## config.mk

```make
export PLATFORM = sky130hd
export DESIGN_NAME = instr_issue_unit
export DESIGN_NICKNAME = d
export VERILOG_FILES = /design/src/rtl/processor_pkg.sv /design/src/rtl/instr_decoder.sv /design/src/rtl/instr_issue_unit.sv
export SDC_FILE = /design/constraint.sdc
export NUM_CORES = 1
export LEC_CHECK = 0
export CORE_MARGIN = 4
export CORE_UTILIZATION = 30
export CTS_BUF_LIST = sky130_fd_sc_hd__clkbuf_16
export CTS_CLUSTER_DIAMETER = 50
export DETAILED_ROUTE_END_ITERATION = 16
export GPL_TIMING_DRIVEN = 0
export PLACE_DENSITY = 0.43
export REMOVE_ABC_BUFFERS = 1
export SYNTH_ARGS = -nofsm -noshare
export SYNTH_HDL_FRONTEND = slang
export SYNTH_HIERARCHICAL = 1
export SYNTH_SLANG_ARGS = --single-unit
```

## constraint.sdc

```tcl
create_clock -name clk -period 4.75 [get_ports clk]
set_input_delay 0.95 -clock clk [delete_from_list [all_inputs] [get_ports clk]]
set_output_delay 0.95 -clock clk [all_outputs]
set_load 0.05 [all_outputs]
```

## src/rtl/processor_pkg.sv

```systemverilog
// processor_pkg: shared definitions for the processor front end.
// Holds datapath op codes, RV32 opcode/funct constants, the ECALL word,
// the issue FSM state enum and the decoded-instruction payload struct.
package processor_pkg;

    localparam int unsigned XLEN   = 32;
    localparam int unsigned REG_AW = 5;
    localparam int unsigned OP_W   = 7;

    // Datapath operation codes
    localparam logic [OP_W-1:0] OP_NOP   = 7'b0000000;
    localparam logic [OP_W-1:0] OP_STORE = 7'b0000001;
    localparam logic [OP_W-1:0] OP_ADD   = 7'b0000010;
    localparam logic [OP_W-1:0] OP_SUB   = 7'b0000011;

    // RV32 encoding constants
    localparam logic [6:0]      RV_OPC_OP     = 7'b0110011;
    localparam logic [6:0]      RV_OPC_OP_IMM = 7'b0010011;
    localparam logic [2:0]      RV_F3_ADD     = 3'b000;
    localparam logic [6:0]      RV_F7_ADD     = 7'b0000000;
    localparam logic [6:0]      RV_F7_SUB     = 7'b0100000;
    localparam logic [XLEN-1:0] RV_ECALL      = 32'h0000_0073;

    typedef enum logic [1:0] {
        ST_IDLE  = 2'd0,
        ST_FETCH = 2'd1,
        ST_ISSUE = 2'd2,
        ST_HALT  = 2'd3
    } issue_state_e;

    // One decoded instruction as presented to the datapath
    typedef struct packed {
        logic              legal;
        logic              ecall;
        logic [OP_W-1:0]   op;
        logic [REG_AW-1:0] rs1;
        logic [REG_AW-1:0] rs2;
        logic [REG_AW-1:0] rd;
        logic [XLEN-1:0]   imm;
    } dec_t;

    function automatic logic [XLEN-1:0] sext12(input logic [11:0] v);
        return {{(XLEN-12){v[11]}}, v};
    endfunction

endpackage

```

## src/rtl/instr_decoder.sv

```systemverilog
// instr_decoder: purely combinational RV32 word-to-fields mapping.
// Ports:
//   instr    in  32  instruction word
//   legal_c  out 1   word is an issuable add/sub/li
//   ecall_c  out 1   word is ECALL
//   op_c     out 7   datapath op code (OP_NOP when not legal)
//   rs1_c    out 5   source 1 (li: destination register of the store)
//   rs2_c    out 5   source 2
//   rd_c     out 5   destination (add/sub only)
//   imm_c    out 32  sign-extended immediate (li only, else 0)
module instr_decoder
    import processor_pkg::*;
(
    input  logic [31:0] instr,
    output logic        legal_c,
    output logic        ecall_c,
    output logic [6:0]  op_c,
    output logic [4:0]  rs1_c,
    output logic [4:0]  rs2_c,
    output logic [4:0]  rd_c,
    output logic [31:0] imm_c
);

    logic [6:0] opc_c;
    logic [2:0] f3_c;
    logic [6:0] f7_c;

    assign opc_c = instr[6:0];
    assign f3_c  = instr[14:12];
    assign f7_c  = instr[31:25];

    // Field extraction; every field stays zero unless the encoding is recognised
    always_comb begin
        legal_c = 1'b0;
        ecall_c = 1'b0;
        op_c    = OP_NOP;
        rs1_c   = '0;
        rs2_c   = '0;
        rd_c    = '0;
        imm_c   = '0;
        if (instr == RV_ECALL) begin
            ecall_c = 1'b1;
        end else if (opc_c == RV_OPC_OP && f3_c == RV_F3_ADD &&
                     (f7_c == RV_F7_ADD || f7_c == RV_F7_SUB)) begin
            legal_c = 1'b1;
            op_c    = (f7_c == RV_F7_SUB) ? OP_SUB : OP_ADD;
            rs1_c   = instr[19:15];
            rs2_c   = instr[24:20];
            rd_c    = instr[11:7];
        end else if (opc_c == RV_OPC_OP_IMM && f3_c == RV_F3_ADD &&
                     instr[19:15] == 5'd0) begin
            // li: the datapath stores rd_in into the register named on rs1
            legal_c = 1'b1;
            op_c    = OP_STORE;
            rs1_c   = instr[11:7];
            imm_c   = sext12(instr[31:20]);
        end
    end

endmodule

```

## src/rtl/instr_issue_unit.sv

```systemverilog
// instr_issue_unit: instruction buffer, sequential fetch/decode and
// valid/ready issue of add/sub/li operations to the datapath.
// Optional feature macro: ISSUE_ILLEGAL_TRAP_EN (illegal word halts the run;
// when undefined the illegal word is skipped and execution continues).
// Ports:
//   clk, rst_n              clock / async active-low reset
//   prog_we/addr/data       buffer write port (honoured in IDLE/HALT only)
//   start                   run pulse (honoured in IDLE/HALT only)
//   issue_ready             datapath accepts the presented operation
//   issue_valid             operation presented
//   rs1, rs2, rd, rd_in     operation fields
//   op_code                 datapath op, 0 whenever issue_valid is 0
//   busy                    FETCH or ISSUE
//   done, pc_overflow       halted on ecall / ran past the last entry
//   illegal                 unsupported encoding seen since start
//   pc                      current fetch address
//   issued_cnt              accepted operations since start, saturating
module instr_issue_unit
    import processor_pkg::*;
#(
    parameter int unsigned DEPTH = 32,
    parameter int unsigned AW    = $clog2(DEPTH),
    parameter int unsigned CNT_W = 16
) (
    input  logic             clk,
    input  logic             rst_n,
    input  logic             prog_we,
    input  logic [AW-1:0]    prog_addr,
    input  logic [31:0]      prog_data,
    input  logic             start,
    input  logic             issue_ready,
    output logic             issue_valid,
    output logic [4:0]       rs1,
    output logic [4:0]       rs2,
    output logic [4:0]       rd,
    output logic [31:0]      rd_in,
    output logic [6:0]       op_code,
    output logic             busy,
    output logic             done,
    output logic             pc_overflow,
    output logic             illegal,
    output logic [AW-1:0]    pc,
    output logic [CNT_W-1:0] issued_cnt
);

    localparam logic [AW-1:0] PC_LAST = AW'(DEPTH - 1);

    logic [31:0] mem_q [DEPTH];

    issue_state_e     state_q, state_d;
    logic [AW-1:0]    pc_q, pc_d;
    logic [CNT_W-1:0] cnt_q, cnt_d;
    logic             issue_valid_q, issue_valid_d;
    logic [6:0]       op_code_q, op_code_d;
    logic [4:0]       rs1_q, rs1_d;
    logic [4:0]       rs2_q, rs2_d;
    logic [4:0]       rd_q, rd_d;
    logic [31:0]      rd_in_q, rd_in_d;
    logic             busy_q, busy_d;
    logic             done_q, done_d;
    logic             ovf_q, ovf_d;
    logic             illegal_q, illegal_d;

    logic             mem_we_c;
    logic             advance_c;
    logic [31:0]      fetch_word_c;
    dec_t             dec_c;

    assign fetch_word_c = mem_q[pc_q];

    instr_decoder u_dec (
        .instr   (fetch_word_c),
        .legal_c (dec_c.legal),
        .ecall_c (dec_c.ecall),
        .op_c    (dec_c.op),
        .rs1_c   (dec_c.rs1),
        .rs2_c   (dec_c.rs2),
        .rd_c    (dec_c.rd),
        .imm_c   (dec_c.imm)
    );

    // Instruction buffer; contents intentionally survive reset
    always_ff @(posedge clk) begin
        if (mem_we_c) begin
            mem_q[prog_addr] <= prog_data;
        end
    end

    // Next-state and output logic
    always_comb begin
        state_d       = state_q;
        pc_d          = pc_q;
        cnt_d         = cnt_q;
        issue_valid_d = issue_valid_q;
        op_code_d     = op_code_q;
        rs1_d         = rs1_q;
        rs2_d         = rs2_q;
        rd_d          = rd_q;
        rd_in_d       = rd_in_q;
        done_d        = done_q;
        ovf_d         = ovf_q;
        illegal_d     = illegal_q;
        mem_we_c      = 1'b0;
        advance_c     = 1'b0;

        case (state_q)
            ST_IDLE, ST_HALT: begin
                mem_we_c = prog_we;
                if (start) begin
                    pc_d      = '0;
                    cnt_d     = '0;
                    done_d    = 1'b0;
                    ovf_d     = 1'b0;
                    illegal_d = 1'b0;
                    state_d   = ST_FETCH;
                end
            end
            ST_FETCH: begin
                if (dec_c.ecall) begin
                    done_d  = 1'b1;
                    state_d = ST_HALT;
                end else if (dec_c.legal) begin
                    issue_valid_d = 1'b1;
                    op_code_d     = dec_c.op;
                    rs1_d         = dec_c.rs1;
                    rs2_d         = dec_c.rs2;
                    rd_d          = dec_c.rd;
                    rd_in_d       = dec_c.imm;
                    state_d       = ST_ISSUE;
                end else begin
                    illegal_d = 1'b1;
`ifdef ISSUE_ILLEGAL_TRAP_EN
                    state_d = ST_HALT;
`else
                    advance_c = 1'b1;
`endif
                end
            end
            ST_ISSUE: begin
                if (issue_ready) begin
                    issue_valid_d = 1'b0;
                    op_code_d     = OP_NOP;
                    rs1_d         = '0;
                    rs2_d         = '0;
                    rd_d          = '0;
                    rd_in_d       = '0;
                    cnt_d         = (&cnt_q) ? cnt_q : cnt_q + CNT_W'(1);
                    advance_c     = 1'b1;
                end
            end
            default: state_d = ST_IDLE;
        endcase

        // Move to the next entry, or stop when the last one has been consumed
        if (advance_c) begin
            if (pc_q == PC_LAST) begin
                ovf_d   = 1'b1;
                state_d = ST_HALT;
            end else begin
                pc_d    = pc_q + AW'(1);
                state_d = ST_FETCH;
            end
        end

        busy_d = (state_d == ST_FETCH) || (state_d == ST_ISSUE);
    end

    // State and output registers
    always_ff @(posedge clk or negedge rst_n) begin
        if (!rst_n) begin
            state_q       <= ST_IDLE;
            pc_q          <= '0;
            cnt_q         <= '0;
            issue_valid_q <= 1'b0;
            op_code_q     <= '0;
            rs1_q         <= '0;
            rs2_q         <= '0;
            rd_q          <= '0;
            rd_in_q       <= '0;
            busy_q        <= 1'b0;
            done_q        <= 1'b0;
            ovf_q         <= 1'b0;
            illegal_q     <= 1'b0;
        end else begin
            state_q       <= state_d;
            pc_q          <= pc_d;
            cnt_q         <= cnt_d;
            issue_valid_q <= issue_valid_d;
            op_code_q     <= op_code_d;
            rs1_q         <= rs1_d;
            rs2_q         <= rs2_d;
            rd_q          <= rd_d;
            rd_in_q       <= rd_in_d;
            busy_q        <= busy_d;
            done_q        <= done_d;
            ovf_q         <= ovf_d;
            illegal_q     <= illegal_d;
        end
    end

    assign issue_valid = issue_valid_q;
    assign op_code     = op_code_q;
    assign rs1         = rs1_q;
    assign rs2         = rs2_q;
    assign rd          = rd_q;
    assign rd_in       = rd_in_q;
    assign busy        = busy_q;
    assign done        = done_q;
    assign pc_overflow = ovf_q;
    assign illegal     = illegal_q;
    assign pc          = pc_q;
    assign issued_cnt  = cnt_q;

endmodule

```

==> flow_summary.json, run 1 <==
{
  "die_w_um": 389,
  "status": "completed",
  "grt_pass1_wl_mm": 174,
  "ys_types": 60,
  "ys.flop_type": "edfxtp_1",
  "cts_made_buffers": 136,
  "core_sq_mm": 0.144,
  "swShare_pct": 31.1,
  "start_util_pct": 30.3,
  "slew_violations": 0,
  "die_h_um": 389,
  "rows": 139,
  "clkSinkCount": 1106,
  "antenna_cells": 0,
  "layout_commonest_cell": "edfxtp_1",
  "first_pass_iters": 7,
  "cts.clk_slew.worst_paths_ns": 0.05,
  "ir_drop_v": 0.000349,
  "min_period_over_period_pct": 96.5,
  "placed_area_sq_mm": 0.0482,
  "combinationalPowerShare_pct": 30.8,
  "setup_viol": 0,
  "drc": 0,
  "synth_cells": 2299,
  "grt_start_max_net_pins": 51,
  "power_density_mw_per_mm2": 569,
  "yosys_warnings": 6,
  "p_int_mw": 21.0,
  "drtIter0Drc": 1828,
  "final_util_pct": 37.3,
  "routed_wl_mm": 123,
  "ios": 122,
  "fillers": 13200,
  "synth_area_sq_mm": 0.0436,
  "skew_ns": 0.0246,
  "timing.hold.ws_ns": 0.183,
  "start_kind": "flip-flop",
  "cts-root-buf": "clkbuf_16",
  "synth-edff-count": 1024,
  "cp.arrival_ns": 5.20,
  "max_cap_violations": 0,
  "dpl.hpwl_mm": 74.8,
  "hold_violations": 0,
  "fmax_mhz": 218,
  "grt_usage_pct": 16.1,
  "power.switching_mw": 9.52,
  "fin_nets": 2569,
  "vias_per_cell": 5.01,
  "die_area_sq_mm": 0.151,
  "area_delta_synth_final_pct": 23.3,
  "vias": 22700,
  "place_congestion": 0.708,
  "crit_fanout": 12,
  "multi_input_area_sq_mm": 0.0105,
  "maxSlewHeadroom_pct": 15.0,
  "dp_cells": 4239,
  "grt.overflow.total": 0,
  "layout_setup_ws_ns": 0.166,
  "layout-drive-gt1-share_pct": 24.0,
  "static-leakage-power_nw": 17.6,
  "ant_nets": 0,
  "worst_pin_slew_ns": 1.27,
  "ys_seq_area_share_pct": 75.2,
  "instances_no_fill": 4529,
  "postCtsHoldBufs": 0,
  "crit_type": "reg -> reg",
  "cts_tree": "built",
  "layout.cells.most_common_list": "edfxtp_1 (1,024), mux2i_1 (194), mux4_2 (160), clkbuf_16 (146), nand2_1 (125)",
  "rsz0062_at_grt": "true",
  "antenna_found_initial": 2,
  "holdCritPathClass": "in -> async",
  "synth_seq_cells": 1106,
  "pre_cts_ws_ns": -1.93,
  "avgSynthCellArea_sq_um": 19.0,
  "fin_tns_setup_ns": 0,
  "h-tree-depth": 4,
  "min_period_ns": 4.58,
  "final-seq-area_sq_mm": 0.0328,
  "synthArstFlopShare_pct": 7.41,
  "clockBufferDepth": 3,
  "totalPowerFinal_mw": 30.6,
  "wl_per_cell_um": 27.1,
  "portBuffers": 121,
  "clockPowerShare_pct": 33.2,
  "clock_latency_ns": 0.75,
  "cp.required_ns": 5.37,
  "endpoint_kind": "flip-flop",
  "stdcell_area_sq_mm": 0.0538,
  "seqPwrFrac_pct": 35.9,
  "grt_pass1_vias": 23300
}
-- cells in the mapped netlist (all sizes together), types with 2 or more instances --
library cell | count | area [sq um]
o31ai | 6 | 45.0
and2 | 28 | 175
a21oi | 19 | 95.1
o211ai | 4 | 30.0
a221oi | 60 | 651
o21ai | 74 | 370
mux2i | 194 | 1940
a22o | 6 | 52.6
or3b | 3 | 26.3
edfxtp | 1024 | 30700
mux2 | 33 | 372
and4 | 2 | 17.5
nor3 | 32 | 165
nor4b | 3 | 26.3
nand3b | 4 | 30.0
o22ai | 33 | 206
mux4 | 160 | 3600
nand4 | 5 | 31.3
clkbuf | 65 | 244
nand2 | 126 | 473
dfrtp | 82 | 2050
a21o | 3 | 22.5
a2bb2oi | 5 | 43.8
nor2b | 3 | 18.8
nor2 | 51 | 199
nand3 | 11 | 55.1
o221ai | 33 | 289
nor4 | 6 | 73.8
and3 | 2 | 12.5
a22oi | 33 | 248
nand4b | 2 | 17.5
ha | 6 | 75.1
or3 | 6 | 37.5
nand2b | 20 | 125
buf | 101 | 654
inv | 12 | 45.0
a211oi | 29 | 218
-- worst max-delay path: stages (launching register included) --
cell and delay [ns]:
dfrtp_4 0.53, buf_4 0.19, buf_12 0.16, buf_4 0.15
nor2b_4 0.44, buf_16 0.23, a221oi_1 0.11, a211oi_1 0.29
nor3_1 0.13, and4b_2 0.26, buf_12 0.14, and4_4 0.18
or2_2 0.32, or3b_2 0.48, a21o_4 0.26, nor2_4 0.17
a21oi_1 0.08, mux2_2 0.30
-- repair_timing --
item	4_1_cts	5_1_grt
gates cloned	10	1
gates resized for setup	47	18
endpoints found under the setup margin	66	47
setup buffers	23	15
pin swaps	12	8
-- power by group through the flow --
stage | clock network [mW] | registers [mW] | logic, mW
3_3_place_gp | 0 | 12.1 | 5.19
3_5_place_dp | 0 | 11.4 | 7.87
2_1_floorplan | 0 | 12.0 | 4.38
4_1_cts | 10.4 | 11.0 | 9.09
6_report | 10.2 | 11.0 | 9.43
5_1_grt | 10.9 | 11.0 | 9.95
-- state kept, by name, summed over array words and instances, names as in the netlist --
| signal | flops |
|---|---|
| rs1 | 5 |
| issued_cnt | 16 |
| pc | 5 |
| mem_q | 1024 |
| rd | 5 |
| illegal | 1 |
| issue_valid | 1 |
| busy | 1 |
| op_code | 7 |
| pc_overflow | 1 |
| done | 1 |
| rd_in | 32 |
| state_q | 2 |
| rs2 | 5 |
-- kinds of logic after synthesis --
family | Yosys count | share of synthesized area, %
buffers and inverters | 178 | 2.16
and+or+nand+nor | 309 | 3.50
xor gates and xnor gates | 2 | 0.0402
adders and majority gates | 6 | 0.172
DFF | 1106 | 75.2
muxes | 387 | 13.6
AOI/OAI and AO/OA | 310 | 5.30
other | 1 | 0.00860
-- final timing paths --
check                           startpoint             to  slack (ns)  cells past startpoint
min in group clk                 rd_in[12]      rd_in[12]        0.48                      2
max in group asynchronous            rst_n          pc[2]        3.94                      2
worst min-delay path                 rst_n  issued_cnt[7]        0.18                      1
worst max register to register       pc[1]          pc[0]        0.17                     17
worst min register to register   rd_in[12]      rd_in[12]        0.48                      2
worst max-delay path                 pc[1]          pc[0]        0.17                     17
-- per-layer routing --
metal  GRT usage [%]  up-vias  part of all wire [%]
met3            3.09      149                   4.8
met5               0        -                0.0057
met1            21.8    12100                    45
li1                -     9859                     -
met2            26.6      586                    49
met4            3.95        2                   1.9
-- layout make-up --
type | instances | share of cell area, %
timing repair buffer | 244 | 6.56
tap | 1903 | 4.43
clock buffer | 145 | 6.75
sequential | 1106 | 61.0
clock inverter | 98 | 1.54
multi-input combinational | 1021 | 19.6
inverter | 12 | 0.0838
No activity file was read; power rests on OpenSTA's default activity.
==> inputs of run 2 (changes only) <==
--- a/config.mk
+++ b/config.mk
@@ -13,6 +13,7 @@
 export GPL_TIMING_DRIVEN = 0
 export PLACE_DENSITY = 0.43
 export REMOVE_ABC_BUFFERS = 1
+export SLEW_MARGIN = 10
 export SYNTH_ARGS = -nofsm -noshare
 export SYNTH_HDL_FRONTEND = slang
 export SYNTH_HIERARCHICAL = 1
==> run 2 against run 1 <==
- critical path depth down 1
- worst setup slack improved by 0.0080 ns
- highest routed layer unchanged
- critical path type unchanged
- hold slack better by 0.0016 ns
- critical endpoint unchanged
- via count up 0.43%
- clock skew rose by 0.0077 ns
- sequential power about the same
- global-route usage increased by 0.15 points
- largest power group unchanged
- wire length up 1.3%
- combinational power is 3.6% higher
- cell area rose by 0.79%
- flip-flop and latch count stayed put
- sequential share of layout area decreased by 0.48 points
==> flow_summary.json, run 2 (synthesis results as in run 1) <==
{
  "die_area_sq_mm": 0.151,
  "grt_pass1_wl_mm": 176,
  "worstReg2RegStart": "pc[1]",
  "grt_start_max_net_pins": 47,
  "crit_path_cell_trace": "buf_16, buf_16, buf_16, mux4_2, mux2_2, a221oi_4, nor3_1, and4b_2, buf_12, and4_4, or2_2, or3b_2, a21o_4, nor2_4, a21oi_1, mux2_2",
  "clock_latency_ns": 0.75,
  "rows": 139,
  "largest_reg_flops": 1024,
  "postCtsHoldBufs": 0,
  "cts.clk_slew.worst_paths_ns": 0.05,
  "clockBufferDepth": 3,
  "reg2reg_slack_ns": 0.17,
  "layout-drive-gt1-share_pct": 24.9,
  "final-seq-area_sq_mm": 0.0328,
  "top_register": "mem_q",
  "slew_violations": 0,
  "core_sq_mm": 0.144,
  "fmax_mhz": 219,
  "vias": 22800,
  "crit_start": "pc[1]",
  "start_util_pct": 30.3,
  "die_h_um": 389,
  "fin_nets": 2607,
  "vias_per_cell": 4.99,
  "cp_num_buf_inv": 4,
  "instances_no_fill": 4567,
  "routed_wl_mm": 124,
  "portBuffers": 121,
  "die_w_um": 389,
  "stdcell_area_sq_mm": 0.0542,
  "fillers": 13200,
  "area_delta_synth_final_pct": 24.3,
  "min_period_ns": 4.58,
  "setup_viol": 0,
  "rsz0062_at_grt": "false",
  "holdCritPathClass": "in -> async",
  "skew_ns": 0.0323,
  "start_kind": "flip-flop",
  "ios": 122,
  "power_density_mw_per_mm2": 560,
  "layout.cells.most_common_list": "edfxtp_1 (1,024), mux2i_1 (194), mux4_2 (160), clkbuf_16 (142), nand2_1 (125)",
  "wl_per_cell_um": 27.2,
  "first_pass_iters": 5,
  "cp.required_ns": 5.37,
  "cts_tree": "built",
  "cts-root-buf": "clkbuf_16",
  "slowest_stage": "mux4_2",
  "static-leakage-power_nw": 17.8,
  "maxSlewHeadroom_pct": 23.6,
  "clkSinkCount": 1106,
  "drc": 0,
  "crit_top_cell": "buf_16",
  "crit_type": "reg -> reg",
  "min_period_over_period_pct": 96.3,
  "drtIter0Drc": 1759,
  "grt.overflow.total": 0,
  "hold_violations": 0,
  "antenna_found_initial": 2,
  "place_congestion": 0.708,
  "ir_drop_v": 0.000271,
  "grt_pass1_vias": 23300,
  "dpl.hpwl_mm": 76.6,
  "placed_area_sq_mm": 0.0487,
  "regToRegEndpoint": "pc[0]",
  "max_stage_delay_ns": 0.51,
  "multi_input_area_sq_mm": 0.0105,
  "worst_pin_slew_ns": 1.14,
  "totalPowerFinal_mw": 30.3,
  "crit_fanout": 15,
  "reg2regPathDepth": 16,
  "grt_usage_pct": 16.2,
  "endpoint_kind": "flip-flop",
  "h-tree-depth": 4,
  "max_cap_violations": 0,
  "layout_commonest_cell": "edfxtp_1",
  "ant_nets": 0,
  "dp_cells": 4259,
  "cts_made_buffers": 135,
  "critical_path.top_delay_family": "simple AND/OR/NAND/NOR gates",
  "cp.arrival_ns": 5.20,
  "status": "completed"
}
[run 2: worst max path at each step]
stage               cells after the start    endpoint  slack (ns)
finish                                 16       pc[0]        0.17
CTS                                    18       pc[0]       0.006
global route                           19   rd_in[15]      0.0008
global placement                       12    rd_in[4]      -20.40
floorplan                              10  op_code[0]       -8.37
detailed placement                     19   rd_in[30]       -1.82
[run 2: repair_timing]
| action | in CTS | in global routing |
|---|---|---|
| cloned | 12 | 2 |
| setup endpoints to repair | 66 | 34 |
| buffers inserted | 34 | 18 |
| gates resized for setup | 46 | 12 |
| pin swaps | 11 | 8 |
[run 2: routing by layer]
metal  vias to the layer above  GRT usage (%)  share of wire (%)
li1                       9928              -                  -
met1                     12100           21.9                 45
met4                         2           3.84                1.6
met2                       564           27.2                 49
met3                       147           3.09                4.5
met5                         -              0             0.0056
[run 2: cell type report]
type | instances | area share (%)
sequential | 1106 | 60.6
multi-input combinational | 1021 | 19.4
timing repair buffer | 283 | 7.84
clock buffer | 140 | 6.47
tap | 1903 | 4.39
clock inverter | 101 | 1.25
inverter | 12 | 0.0831
antenna | 1 | 0.00462
[run 2: metrics by stage]
step	utilization, %	setup WS (ns)	setup TNS, ns	hold slack (ns)
2_1_floorplan	-	-8.37	-539.40	0.611
3_3_place_gp	32.2	-20.40	-3005.44	0.461
3_5_place_dp	33.8	-1.82	-100.81	0.472
4_1_cts	37.4	0.00630	0	0.143
5_1_grt	37.6	0.000844	0	0.195
6_report	37.6	0.174	0	0.185
[run 2: power breakdown]
part           switching, mW  internal, mW
clock                   3.98          5.62
sequential             0.192          10.7
combinational           5.41          4.36
[run 2: worst register-to-register path, cell delays in order, from the launching register on]
cell	delay (ns)
dfrtp_4	0.44
buf_16	0.21
buf_16	0.19
buf_16	0.19
mux4_2	0.53
mux2_2	0.31
a221oi_4	0.29
nor3_1	0.13
and4b_2	0.28
buf_12	0.15
and4_4	0.19
or2_2	0.33
or3b_2	0.48
a21o_4	0.26
nor2_4	0.13
a21oi_1	0.07
mux2_2	0.28
